[src/rtl/regfile_exec_stage.sv]
// Register-file execute stage: single-cycle ALU with writeback forwarding
// plus a shift-add multiplier that holds off issue while it iterates.
module regfile_exec_stage #(
  parameter int data_width  = 8,
  parameter int adder_width = 3
) (
  input  logic                   clk,
  input  logic                   rst,
  input  logic                   in_valid,
  output logic                   in_ready,
  input  logic [2:0]             op,
  input  logic [adder_width-1:0] src0,
  input  logic [adder_width-1:0] src1,
  input  logic [adder_width-1:0] dst,
  output logic [adder_width-1:0] rf_r_adder0,
  output logic [adder_width-1:0] rf_r_adder1,
  input  logic [data_width-1:0]  rf_r_data0,
  input  logic [data_width-1:0]  rf_r_data1,
  output logic                   rf_we,
  output logic [adder_width-1:0] rf_w_adder,
  output logic [data_width-1:0]  rf_w_data,
  output logic                   out_valid,
  output logic [data_width-1:0]  out_data,
  output logic                   out_carry,
  output logic                   out_zero,
  output logic [15:0]            retire_count
);
  localparam logic [2:0] OP_ADD  = 3'b000;
  localparam logic [2:0] OP_SUB  = 3'b001;
  localparam logic [2:0] OP_AND  = 3'b010;
  localparam logic [2:0] OP_OR   = 3'b011;
  localparam logic [2:0] OP_XOR  = 3'b100;
  localparam logic [2:0] OP_SHL1 = 3'b101;
  localparam logic [2:0] OP_MUL  = 3'b110;
  localparam int CNT_W = $clog2(data_width) + 1;
  localparam logic [CNT_W-1:0] CNT_LAST = CNT_W'(data_width - 1);

  typedef enum logic {S_EXEC = 1'b0, S_MUL = 1'b1} state_t;

  state_t                    r_state, w_next_state;
  logic                      r_we;
  logic [adder_width-1:0]    r_w_adder;
  logic [data_width-1:0]     r_w_data;
  logic                      r_carry;
  logic                      r_zero;
  logic [15:0]               r_retire;
  logic [CNT_W-1:0]          r_cnt;
  logic [2*data_width-1:0]   r_prod;
  logic [2*data_width-1:0]   r_mcand;
  logic [data_width-1:0]     r_mplier;
  logic [adder_width-1:0]    r_mul_dst;

  logic                      w_accept;
  logic                      w_mul_last;
  logic [data_width-1:0]     w_op0, w_op1;
  logic [data_width:0]       w_alu;
  logic [2*data_width-1:0]   w_prod_next;

  // Result in the low bits, carry/borrow in the top bit.
  function automatic logic [data_width:0] alu(input logic [2:0] f_op,
                                               input logic [data_width-1:0] a,
                                               input logic [data_width-1:0] b);
    logic [data_width:0] y;
    case (f_op)
      OP_ADD:  y = {1'b0, a} + {1'b0, b};
      OP_SUB:  y = {1'b0, a} - {1'b0, b};
      OP_AND:  y = {1'b0, a & b};
      OP_OR:   y = {1'b0, a | b};
      OP_XOR:  y = {1'b0, a ^ b};
      OP_SHL1: y = {a, 1'b0};
      default: y = {1'b0, a};
    endcase
    return y;
  endfunction

  assign rf_r_adder0 = src0;
  assign rf_r_adder1 = src1;

  // The result being written this cycle is not yet visible in the register file.
  assign w_op0 = (r_we && (r_w_adder == src0)) ? r_w_data : rf_r_data0;
  assign w_op1 = (r_we && (r_w_adder == src1)) ? r_w_data : rf_r_data1;

  assign w_accept    = in_valid && in_ready;
  assign w_alu       = alu(op, w_op0, w_op1);
  assign w_mul_last  = (r_state == S_MUL) && (r_cnt == CNT_LAST);
  assign w_prod_next = r_prod + (r_mplier[0] ? r_mcand : '0);

  always_ff @(posedge clk or posedge rst) begin
    if (rst) r_state <= S_EXEC;
    else     r_state <= w_next_state;
  end

  always_comb begin
    w_next_state = r_state;
    case (r_state)
      S_EXEC:  if (w_accept && (op == OP_MUL)) w_next_state = S_MUL;
      S_MUL:   if (w_mul_last) w_next_state = S_EXEC;
      default: w_next_state = S_EXEC;
    endcase
  end

  always_comb begin
    in_ready = 1'b0;
    case (r_state)
      S_EXEC:  in_ready = 1'b1;
      default: in_ready = 1'b0;
    endcase
  end

  always_ff @(posedge clk or posedge rst) begin
    if (rst) begin
      r_we      <= 1'b0;
      r_w_adder <= '0;
      r_w_data  <= '0;
      r_carry   <= 1'b0;
      r_zero    <= 1'b0;
      r_retire  <= '0;
      r_cnt     <= '0;
      r_prod    <= '0;
      r_mcand   <= '0;
      r_mplier  <= '0;
      r_mul_dst <= '0;
    end else begin
      r_we <= 1'b0;
      if (r_state == S_MUL) begin
        r_prod   <= w_prod_next;
        r_mcand  <= r_mcand << 1;
        r_mplier <= r_mplier >> 1;
        r_cnt    <= r_cnt + CNT_W'(1);
        if (w_mul_last) begin
          r_we      <= 1'b1;
          r_w_adder <= r_mul_dst;
          r_w_data  <= w_prod_next[data_width-1:0];
          r_carry   <= |w_prod_next[2*data_width-1:data_width];
          r_zero    <= (w_prod_next[data_width-1:0] == '0);
        end
      end else if (w_accept) begin
        if (op == OP_MUL) begin
          r_prod    <= '0;
          r_mcand   <= {{data_width{1'b0}}, w_op0};
          r_mplier  <= w_op1;
          r_cnt     <= '0;
          r_mul_dst <= dst;
        end else begin
          r_we      <= 1'b1;
          r_w_adder <= dst;
          r_w_data  <= w_alu[data_width-1:0];
          r_carry   <= w_alu[data_width];
          r_zero    <= (w_alu[data_width-1:0] == '0);
        end
      end
      if (r_we) r_retire <= r_retire + 16'd1;
    end
  end

  assign rf_we        = r_we;
  assign out_valid    = r_we;
  assign rf_w_adder   = r_w_adder;
  assign rf_w_data    = r_w_data;
  assign out_data     = r_w_data;
  assign out_carry    = r_carry;
  assign out_zero     = r_zero;
  assign retire_count = r_retire;

endmodule
[config.mk]
export PLATFORM = sky130hd
export DESIGN_NAME = regfile_exec_stage
export DESIGN_NICKNAME = d
export VERILOG_FILES = /design/src/rtl/regfile_exec_stage.sv
export SDC_FILE = /design/constraint.sdc
export NUM_CORES = 1
export LEC_CHECK = 0
export BUFFER_PORTS_ARGS = -buffer_cell sky130_fd_sc_hd__buf_2
export CORE_ASPECT_RATIO = 0.8
export CORE_UTILIZATION = 60
export DETAILED_ROUTE_END_ITERATION = 6
export PLACE_DENSITY = 0.83
export RECOVER_POWER = 100
export SYNTH_ARGS = -nofsm -noshare
export SYNTH_HDL_FRONTEND = slang
export SYNTH_SLANG_ARGS = --single-unit
[constraint.sdc]
create_clock -name clk -period 5.7 [get_ports clk]
set_input_delay 0.855 -clock clk [delete_from_list [all_inputs] [get_ports clk]]
set_output_delay 0.855 -clock clk [all_outputs]
set_load 0.05 [all_outputs]
==> summary by stage <==
Clock network
The clock root buffer is clkbuf_16. The number of sinks handled by clock tree synthesis is 78. The number of hold buffers added after cts is 0.

The number of buffers inserted to repair setup after CTS is 0. Clock-pin slew was measured on the worst setup and hold paths at 60 ps. TritonCTS built the clock tree. For the worst-skew pair, the clock arrives at the later sink with an insertion delay of 340 ps. The number of buffers between clock root and the deepest sink is 2. Post-CTS repair changed the size of 0 cells. The clock tree synthesis step divided the H-tree into 3 levels.

The number of clock buffers added by TritonCTS is 9.

Yosys
For this run, the number of Yosys warnings is 0. The main flop type after synthesis is dfrtp_1. The number of register bits inferred by synthesis is 78. Synthesis produced a netlist with a net count of 726. The share of async-settable or async-resettable flops after synthesis is 100.0%. The mean area per synthesized cell is 8.613 sq um.

The distinct cell type count after synthesis is 64. The number of synthesized flops with an enable pin is 0. The sequential cell area fraction in the yosys report is 34.54%. The library cell occupying the most area in the post-synthesis netlist is dfrtp_1. By area the synthesized netlist is led by dfrtp_1 35%, ha_1 8.2%, nand2_1 6.2%. The synthesized netlist occupies a cell area of 5650 sq um. The area share of the largest cell type after synthesis is 34.54%. Synthesis produced 656 cells.

STA
The number of setup violations in the final report is 0. Headroom to the max-slew limit came out at -101.0%. The setup clock skew after layout is 8.203 ps. The post-route fraction of the period consumed by the critical path is 76.27%.

The final total negative setup slack is 0 ps. Counting I/O delays and the setup requirement, the final critical path takes 4347 ps. The worst-margin pin slew is 3015 ps. The number of max-slew violations in the final report is 57. For this run, the top clock speed supported by timing is 0.2300 GHz. The final number of hold-violating endpoints is 0.

Setup repair after global routing left no endpoint under its margin.

Place
The final weighted congestion in routability-driven placement is 0.8986. Buffers placed on the I/O ports in this run total 76. The half-perimeter wire length after placement is 10450 um.

GRT
The maximum number of pins on one net before global-route repair is 85. The number of antenna violations at the first check in global routing is 0. In the global route stage, met1 resource usage came out at 41.51%. Across every metal layer, demand over resource in global routing totals 30.73%. For this run, global-route usage on met3 was measured as 7.123%. The total overflow left after global routing is 0. In the global route stage, met2 resource usage came out at 49.52%. The via count of the first global-routing pass came to 4761. In this run the most used layer during global routing was met2. The global-route wire length before repair is 23540 um.

Layout
Once layout is complete, the utilization of the core stands at 68.17%. Compared with the post-synthesis result, the final layout area differs by 9.965%. Leaving out fill and tap cells, the most frequent cells in the layout are 93 x nand2_1, 77 x dfrtp_1, 52 x clkbuf_1, 51 x o21ai_0, 48 x nor2_1. In the final layout, the share of cells above drive strength 1 is 9.773%. The net total in the final layout is 771. The number of diodes added for antenna fixing is 0. The library cell used most frequently in the layout, excluding fill and tap cells, is nand2_1.

Power and ir drop
The proportion of total power due to net switching is 47.64%. The cell-internal power is 1550 uW. The clock network accounts for 21.0% of the total power. The largest vdd supply drop is 441.6 uV. Of the total power, registers draw 32.2%.

The leakage power of the design is 0.002912 uW. The switching power of the nets is 1410 uW. The design draws 2959 uW. In this run, the combinational gates consume 46.8% of the power. The power density over the cells is 476.3 nW/um^2.

Min path
The count of cells along the worst hold path is 1. The path with the worst hold slack has its endpoint at retire_count[15]. The min-delay analysis places its worst path in the category reg -> reg. The worst hold path begins at retire_count[15].

Die
The die area is 9812 sq um. The core region is 9115 sq um. The die outline height is 88.80 um. Row generation in the floorplan step produced 31 rows. The initial utilization of the core area, before any placement, comes to 61.99%. The horizontal die dimension is 110.5 um. For this design the top-level I/O count stands at 77.

Status
The run finished, with violations left. The final reports fail on capacitance limit, slew limit.

Worst setup path
For the worst setup path, the data arrival time is 4600 ps. The count of cells along the worst register-to-register path is 13. STA puts the critical path data required time at 5960 ps. The critical-path maximum fanout is 14. The worst flop-to-flop path startpoint is out_valid. The endpoint of the worst register-to-register path is out_carry. The critical path is of the in -> reg type. The worst setup path is launched from an input port. The nature of the critical path endpoint is a register. The minimum setup slack among reg-to-reg paths is 1400 ps.

Drt
The count of nets left with antenna violations once routing finished came out at 0. For this run, design rule violations remaining after detail routing come to 0. The first detailed-routing pass took 5 iterations. The total number of vias is 5113. After detailed routing, the average wire length per cell comes to 18.05 um. In this run, the number of DRC markers left after iteration 0 of detailed routing was 470. The total detailed-routing wirelength is 14820 um. The number of vias per cell is 6.228.

Job
The count of maximum capacitance violations is 1.
==> power by group through the flow <==
stage                     clock network, uW  registers (uW)  logic, uW
final                                   620             954       1390
after global routing                    647             976       1510
after CTS                               625             945       1410
after detailed placement                  0             953       1400
after global placement                    0             940       1370
after floorplan                           0            1090        942
==> cell usage after synthesis (7+ instances only) <==
cell type,number
nand2_1,93
a21o_1,8
nand4_1,7
a21oi_1,40
xnor2_1,29
o31ai_1,7
o21ai_0,41
nor3_1,7
inv_1,18
nand3_1,13
mux2i_1,16
dfrtp_1,78
a31oi_1,9
xor2_1,18
nor2_1,48
clkbuf_1,23
o21ai_1,15
and2_1,17
ha_1,37
buf_4,17
==> layer usage <==
layer  vias up  part of all wire (%)
met4         0                   1.9
met3        24                   7.7
met2       250                    45
li1       2409                     -
met1      2430                    46
met5         -                     0
==> worst max path at each step <==
stage                  from   endpoint  slack [ps]  cells after the start
finish              src1[2]  out_carry        1350                     14
global route            rst    r_state         710                      3
CTS                 src1[2]  out_carry        1420                     14
detailed placement  src1[2]  out_carry        1090                     14
global placement    src1[2]  out_carry        1170                     14
floorplan           src1[2]  out_carry        1530                     15
==> cell families (layout without fill, tap and decap cells) <==
family          Yosys count  count (layout)  share of synthesized area [%]
simple gates            219             219                          17.89
compound gates          172             172                          19.22
flops                    78              78                          34.54
buf+inv                  72             122                          5.956
xor+xnor                 47              47                          7.285
fa+ha+maj                39              39                          8.902
mux                      29              29                          6.200
==> per-stage QoR <==
stage / setup slack [ps] / hold slack [ps] / area (sq um) / instances
2_1_floorplan: 1526 / 443.8 / 5650 / 656
3_3_place_gp: 1167 / 454.3 / 5971 / 805
3_5_place_dp: 1089 / 457.9 / 5971 / 805
4_1_cts: 1422 / 483.4 / 6292 / 821
5_1_grt: 709.6 / 502.0 / 6213 / 821
6_report: 1353 / 480.7 / 6213 / 821
==> registers in the layout, indices dropped and copies added, names as in the netlist <==
name          cells
r_mplier          8
r_cnt             4
out_data          8
out_zero          1
r_state           1
rf_w_adder        3
retire_count     16
out_carry         1
r_prod           16
r_mcand          16
r_mul_dst         3
out_valid         1
==> layout make-up <==
class	instances	area, sq um
multi-input combinational	506	3358
fill	769	2902
sequential	78	1953
timing repair buffer	81	342.8
clock buffer	9	225.2
tap	115	143.9
clock inverter	7	96.34
inverter	25	93.84
==> critical path, stage by stage <==
cell,delay (ps)
clkbuf_1,90
xor2_1,170
or4_1,870
mux2i_1,480
o21ai_0,190
xnor2_1,160
ha_1,340
or2_2,280
a21oi_1,150
a31oi_1,90
o41ai_1,410
nand3_1,110
and3_1,210
a41oi_1,190
Note: power is estimated with default switching activity, not from simulation.
